==> src/rtl/apu_mixer_dac.sv <==
// apu_mixer_dac: frame-based CHANNELS-voice mixer with per-channel and master gain,
// saturating scale to OUT_W bits, and a 1-bit PWM or first-order delta-sigma DAC.
module apu_mixer_dac #(
    parameter int CHANNELS = 4,
    parameter int SAMPLE_W = 4,
    parameter int GAIN_W   = 4,
    parameter int OUT_W    = 8,
    parameter int SHIFT    = 6,
    parameter int MODE     = 0
) (
    input  logic                         apu_clk,
    input  logic                         rst_n,
    input  logic [CHANNELS*SAMPLE_W-1:0] ch_data,
    input  logic [CHANNELS-1:0]          ch_mute,
    input  logic                         cfg_we,
    input  logic [$clog2(CHANNELS):0]    cfg_addr,
    input  logic [GAIN_W-1:0]            cfg_data,
    output logic [OUT_W-1:0]             sample_out,
    output logic                         sample_valid,
    output logic                         clip,
    output logic                         audio_out
);

    localparam int IDX_W  = $clog2(CHANNELS);
    localparam int ACC_W  = IDX_W + SAMPLE_W + GAIN_W;
    localparam int PROD_W = ACC_W + GAIN_W;
    localparam logic [IDX_W:0]   MASTER_ADDR = (IDX_W + 1)'(CHANNELS);
    localparam logic [IDX_W-1:0] LAST_IDX    = IDX_W'(CHANNELS - 1);

    typedef enum logic [1:0] {
        SNAP,
        ACC,
        SCALE
    } state_t;

    state_t                          state_q, state_d;
    logic [IDX_W-1:0]                idx_q, idx_d;
    logic [ACC_W-1:0]                acc_q, acc_d;
    logic [CHANNELS*SAMPLE_W-1:0]    snap_q, snap_d;
    logic [CHANNELS-1:0]             mute_snap_q, mute_snap_d;
    logic [OUT_W-1:0]                sample_q, sample_d;
    logic                            clip_q, clip_d;
    logic                            valid_q, valid_d;
    logic [CHANNELS-1:0][GAIN_W-1:0] gain_q;
    logic [GAIN_W-1:0]               master_q;
    logic                            audio_q;

    logic [SAMPLE_W-1:0] cur_sample;
    logic [ACC_W-1:0]    term;
    logic [PROD_W-1:0]   prod;
    logic [PROD_W-1:0]   scaled;

    // Gain register file: writes land next cycle, so a same-cycle read sees the old gain.
    always_ff @(posedge apu_clk) begin
        if (!rst_n) begin
            gain_q   <= '1;
            master_q <= '1;
        end else if (cfg_we) begin
            if (cfg_addr < MASTER_ADDR) begin
                gain_q[cfg_addr[IDX_W-1:0]] <= cfg_data;
            end else if (cfg_addr == MASTER_ADDR) begin
                master_q <= cfg_data;
            end
        end
    end

    // Mix FSM state and datapath registers; reset abandons any frame in progress.
    always_ff @(posedge apu_clk) begin
        if (!rst_n) begin
            state_q     <= SNAP;
            idx_q       <= '0;
            acc_q       <= '0;
            snap_q      <= '0;
            mute_snap_q <= '0;
            sample_q    <= '0;
            clip_q      <= 1'b0;
            valid_q     <= 1'b0;
        end else begin
            state_q     <= state_d;
            idx_q       <= idx_d;
            acc_q       <= acc_d;
            snap_q      <= snap_d;
            mute_snap_q <= mute_snap_d;
            sample_q    <= sample_d;
            clip_q      <= clip_d;
            valid_q     <= valid_d;
        end
    end

    // Next-state: snapshot inputs, accumulate one channel per cycle, then scale and saturate.
    always_comb begin
        state_d     = state_q;
        idx_d       = idx_q;
        acc_d       = acc_q;
        snap_d      = snap_q;
        mute_snap_d = mute_snap_q;
        sample_d    = sample_q;
        clip_d      = clip_q;
        valid_d     = 1'b0;

        cur_sample = snap_q[int'(idx_q)*SAMPLE_W +: SAMPLE_W];
        term       = ACC_W'(cur_sample) * ACC_W'(gain_q[idx_q]);
        prod       = PROD_W'(acc_q) * PROD_W'(master_q);
        scaled     = prod >> SHIFT;

        unique case (state_q)
            SNAP: begin
                snap_d      = ch_data;
                mute_snap_d = ch_mute;
                acc_d       = '0;
                idx_d       = '0;
                state_d     = ACC;
            end
            ACC: begin
                acc_d = acc_q + (mute_snap_q[idx_q] ? '0 : term);
                if (idx_q == LAST_IDX) begin
                    state_d = SCALE;
                end else begin
                    idx_d = idx_q + 1'b1;
                end
            end
            SCALE: begin
                if ((scaled >> OUT_W) != '0) begin
                    sample_d = '1;
                    clip_d   = 1'b1;
                end else begin
                    sample_d = scaled[OUT_W-1:0];
                    clip_d   = 1'b0;
                end
                valid_d = 1'b1;
                state_d = SNAP;
            end
            default: state_d = SNAP;
        endcase
    end

    generate
        if (MODE == 0) begin : g_pwm
            logic [OUT_W-1:0] cnt_q;
            logic [OUT_W-1:0] duty_q;
            logic [OUT_W-1:0] duty_eff;

            // The duty loaded at counter 0 already governs that first compare of the period.
            assign duty_eff = (cnt_q == '0) ? sample_q : duty_q;

            // PWM: free-running counter, duty latched once per period for glitch-free pulses.
            always_ff @(posedge apu_clk) begin
                if (!rst_n) begin
                    cnt_q   <= '0;
                    duty_q  <= '0;
                    audio_q <= 1'b0;
                end else begin
                    cnt_q   <= cnt_q + 1'b1;
                    if (cnt_q == '0) begin
                        duty_q <= sample_q;
                    end
                    audio_q <= (cnt_q < duty_eff);
                end
            end
        end else begin : g_dsm
            logic [OUT_W-1:0] ds_q;
            logic [OUT_W:0]   ds_sum;

            assign ds_sum = {1'b0, ds_q} + {1'b0, sample_q};

            // First-order delta-sigma: the accumulator carry is the 1-bit output.
            always_ff @(posedge apu_clk) begin
                if (!rst_n) begin
                    ds_q    <= '0;
                    audio_q <= 1'b0;
                end else begin
                    ds_q    <= ds_sum[OUT_W-1:0];
                    audio_q <= ds_sum[OUT_W];
                end
            end
        end
    endgenerate

    assign sample_out   = sample_q;
    assign sample_valid = valid_q;
    assign clip         = clip_q;
    assign audio_out    = audio_q;

endmodule

==> config.mk <==
export PLATFORM = sky130hd
export DESIGN_NAME = apu_mixer_dac
export DESIGN_NICKNAME = d
export VERILOG_FILES = /design/src/rtl/apu_mixer_dac.sv
export SDC_FILE = /design/constraint.sdc
export NUM_CORES = 1
export LEC_CHECK = 0
export ABC_AREA = 1
export BUFFER_PORTS_ARGS = -buffer_cell sky130_fd_sc_hd__buf_2
export CORE_ASPECT_RATIO = 1.4
export CORE_UTILIZATION = 55
export DETAILED_ROUTE_END_ITERATION = 6
export PLACE_DENSITY_LB_ADDON = 0.12
export SLEW_MARGIN = 20
export SYNTH_ARGS = -nofsm -noshare
export SYNTH_HDL_FRONTEND = slang
export SYNTH_SLANG_ARGS = --single-unit
==> constraint.sdc <==
create_clock -name apu_clk -period 4.7 [get_ports apu_clk]
set_clock_uncertainty 0.05 [all_clocks]
set_input_delay 0.235 -clock apu_clk [delete_from_list [all_inputs] [get_ports apu_clk]]
set_output_delay 0.235 -clock apu_clk [all_outputs]
set_load 0.1 [all_outputs]
==> flow_summary.ini <==
[final_layout]
fillers = 874
area_growth_pct = 10.66
drive_gt1_frac = 0.1352
layout_common_cells = 191 x nand2_1, 104 x nor2_1, 86 x inv_1, 78 x dfxtp_1, 47 x a21oi_1
layout_commonest_cell = nand2_1
fin_nets = 891
diodes = 0

[hold_path]
min_path_cells = 3
worstHoldStart = ch_data[6]
holdPathEnd = snap_q[6]$_SDFFE_PN0P_
hold_class = in2reg

[power_and_ir_drop]
peakVddDrop_mv = 0.2750
p_sw_frac = 0.3773
power_frac_clock = 0.299
powerDensity_nw_per_um2 = 386.9
comb_power_share = 0.359
pwr-share-seq = 0.342
switchingPower_uw = 874.0
power.leakage_nw = 3.172
power.internal_mw = 1.443

[timing]
hold_viol = 0
slew_headroom = 0.4348
tns_ns = 0
setup-violations-final = 0
worstMarginPinSlew_ns = 0.8479
fmax_mhz = 229.2
finalCritPeriodShare = 0.9281
drv_slew = 0
fin_hold_ws_ns = 0.06237
rsz0062_at_grt = false
fin_crit_ns = 4.362

[setup_path]
crit_top_cell = nand2_1
r2r_start = idx_q[0]$_SDFFE_PN0P_
max_stage_delay_ns = 0.55
r2r_end = acc_q[9]$_SDFFE_PN0P_
end_kind = flop
cp-start-kind = flop
crit_type = reg2reg
arrival_ns = 4.54
crit_buf_inv = 3
cp_slowest_cell = fa_1
regToRegSetupSlack_ns = 0.34
crit_family = adder cells
worst-path-max-fanout = 16
ff2ff_path_depth = 21
worstPathRequired_ns = 4.88
cp_cell_sequence = clkinv_4 -> nand2_1 -> a32oi_1 -> nand2_1 -> fa_1 -> inv_1 -> fa_1 -> inv_1 -> fa_1 -> nor2_2 -> o21a_1 -> o21ai_0 -> nor3b_1 -> ha_1 -> a21oi_1 -> a21boi_1 -> nand2_1 -> nand2_1 -> nand2_1 -> a21oi_1 -> nor2_1

[logic_synthesis]
syn_nets = 862
seq_area_frac_synth = 0.2960
postSynthCellCount = 766
yosysWarnings = 0
synth_async_sr_flop_share = 0
syn-cell-area_um2 = 5411
avgSynthCellArea_um2 = 7.065
synthFlopType = dfxtp_1
synth_edf_count = 0
synth.distinct_cells = 46
ys_ff_latch = 80

[clocking]
path_clk_slew_ns = 0.06
cts_tree = yes
cts_hold_buf = 0
clockBufferDepth = 2
clock_latency_ns = 0.34
htreeDepth = 3
cts.sinks = 80
cts-root-buf = clkbuf_16
cts_made_buffers = 9

[floorplan]
start_util = 0.5689
core_area_um2 = 9512
die_area_um2 = 10250
die_x_um = 85.83
ioPinCount = 41
fp.dieH_um = 119.4
placementRows = 42

[grt]
track_usage = 0.2505
antenna_found_initial = 0
grt_pass1_wl_um = 20540
grt_max_degree = 53
grt_pass1_vias = 4806
gr-total-overflow = 0

[drt]
drt_first_iter_violations = 216
vias = 4862
drtPass1Iterations = 5
avgViaCountPerCell = 5.222
drcViolationCount = 0
ant_nets = 0
routedWlPerCell_um = 12.62
routed_wirelength_um = 11750

[placement]
gp_congestion = 0.8597
place.port_buffers = 39
post-dp-hpwl_um = 9232

[flow_run]
drv_cap = 0

[outcome]
status = completed
what timing repair did:
item                                    4_1_cts  5_1_grt
resized for setup                             0       11
endpoints found under the setup margin        0        3
setup buffers                                 0        1
registers in the layout (all words and copies together), names as in the netlist, 4 cells and up:
name          flops
gain_q           16
snap_q           16
acc_q            10
g_pwm.cnt_q       8
g_pwm.duty_q      8
sample_out        8
master_q          4
mute_snap_q       4
area by class of cell:
class	instances	area (um^2)	area share
timing repair buffer	41	210.2	0.03510
sequential	80	1607	0.2683
clock buffer	10	229.0	0.03824
inverter	104	402.9	0.06728
multi-input combinational	559	3317	0.5539
clock inverter	5	57.56	0.009611
tap	132	165.2	0.02758
through the flow:
stage | util | instances | setup slack, ns | area (um^2) | power, mW
final | 0.6296 | 931 | 0.3378 | 5988 | 2.317
after global routing | 0.6296 | 931 | 0.01774 | 5988 | 2.491
after CTS | 0.6254 | 930 | 0.09113 | 5948 | 2.319
after detailed placement | 0.5952 | 915 | 0.1067 | 5662 | 1.631
after global placement | 0.5952 | 915 | 0.2474 | 5662 | 1.609
after floorplan | - | 766 | 0.4937 | 5411 | 1.451
synthesized netlist by cell type, types with 3 or more instances:
master	n	area share
nor3_2	4	0.0074
inv_1	86	0.060
inv_2	17	0.012
a21oi_2	3	0.0049
nor2_2	4	0.0046
nor3b_1	3	0.0042
o21bai_1	3	0.0042
a31oi_1	4	0.0046
a32oi_1	3	0.0049
nand2_2	9	0.010
nand3_1	39	0.036
nor3_1	6	0.0055
ha_1	46	0.11
nand2_1	191	0.13
clkbuf_1	10	0.0069
buf_2	7	0.0065
fa_1	20	0.074
o21ai_1	7	0.0065
mux2i_1	7	0.013
o21ai_0	32	0.030
dfxtp_1	80	0.30
nor2_1	105	0.073
a21oi_1	47	0.043
a32oi_2	3	0.0090
logic make-up (layout without fill, tap and decap cells):
kind of cell,count (synthesis),after routing,synth area share
AO/OA/AOI/OAI,111,111,0.1216
XOR/XNOR,2,2,0.003238
buffers and inverters,127,160,0.09434
multiplexers,7,7,0.01295
AND/OR/NAND/NOR,372,372,0.2909
adder cells (fa/ha/maj),66,66,0.1803
other,1,1,0.0006930
flip-flops,80,80,0.2960
layer usage:
metal / vias up / routed length [um] / GRT usage
li1: 2504 / - / -
met1: 2265 / 4829 / 0.2672
met2: 73 / 6397 / 0.4825
met3: 20 / 252 / 0.04227
met4: 0 / 270 / 0.08958
met5: - / 0 / 0
tightest hold or removal path: cells and delay by family:
family                 cells  cell delay [ns]
buffers and inverters      1             0.07
AND/OR/NAND/NOR            2             0.11
worst max path at each step:
stage | start | endpoint | slack [ns] | cells after the start
5_1_grt | idx_q[0]$_SDFFE_PN0P_ | acc_q[9]$_SDFFE_PN0P_ | 0.02 | 21
3_5_place_dp | idx_q[0]$_SDFFE_PN0P_ | acc_q[9]$_SDFFE_PN0P_ | 0.11 | 21
2_1_floorplan | idx_q[0]$_SDFFE_PN0P_ | acc_q[9]$_SDFFE_PN0P_ | 0.49 | 22
6_report | idx_q[0]$_SDFFE_PN0P_ | acc_q[9]$_SDFFE_PN0P_ | 0.34 | 21
3_3_place_gp | idx_q[0]$_SDFFE_PN0P_ | acc_q[9]$_SDFFE_PN0P_ | 0.25 | 21
4_1_cts | idx_q[0]$_SDFFE_PN0P_ | acc_q[9]$_SDFFE_PN0P_ | 0.09 | 21
power by group through the flow:
| stage | sequential, mW | combinational [mW] | clock (mW) |
|---|---|---|---|
| floorplan | 0.830 | 0.621 | 0 |
| global placement | 0.804 | 0.804 | 0 |
| detailed placement | 0.805 | 0.827 | 0 |
| CTS | 0.790 | 0.833 | 0.696 |
| global route | 0.799 | 0.963 | 0.729 |
| finish | 0.792 | 0.832 | 0.692 |
No activity file was read; power rests on OpenSTA's default activity.
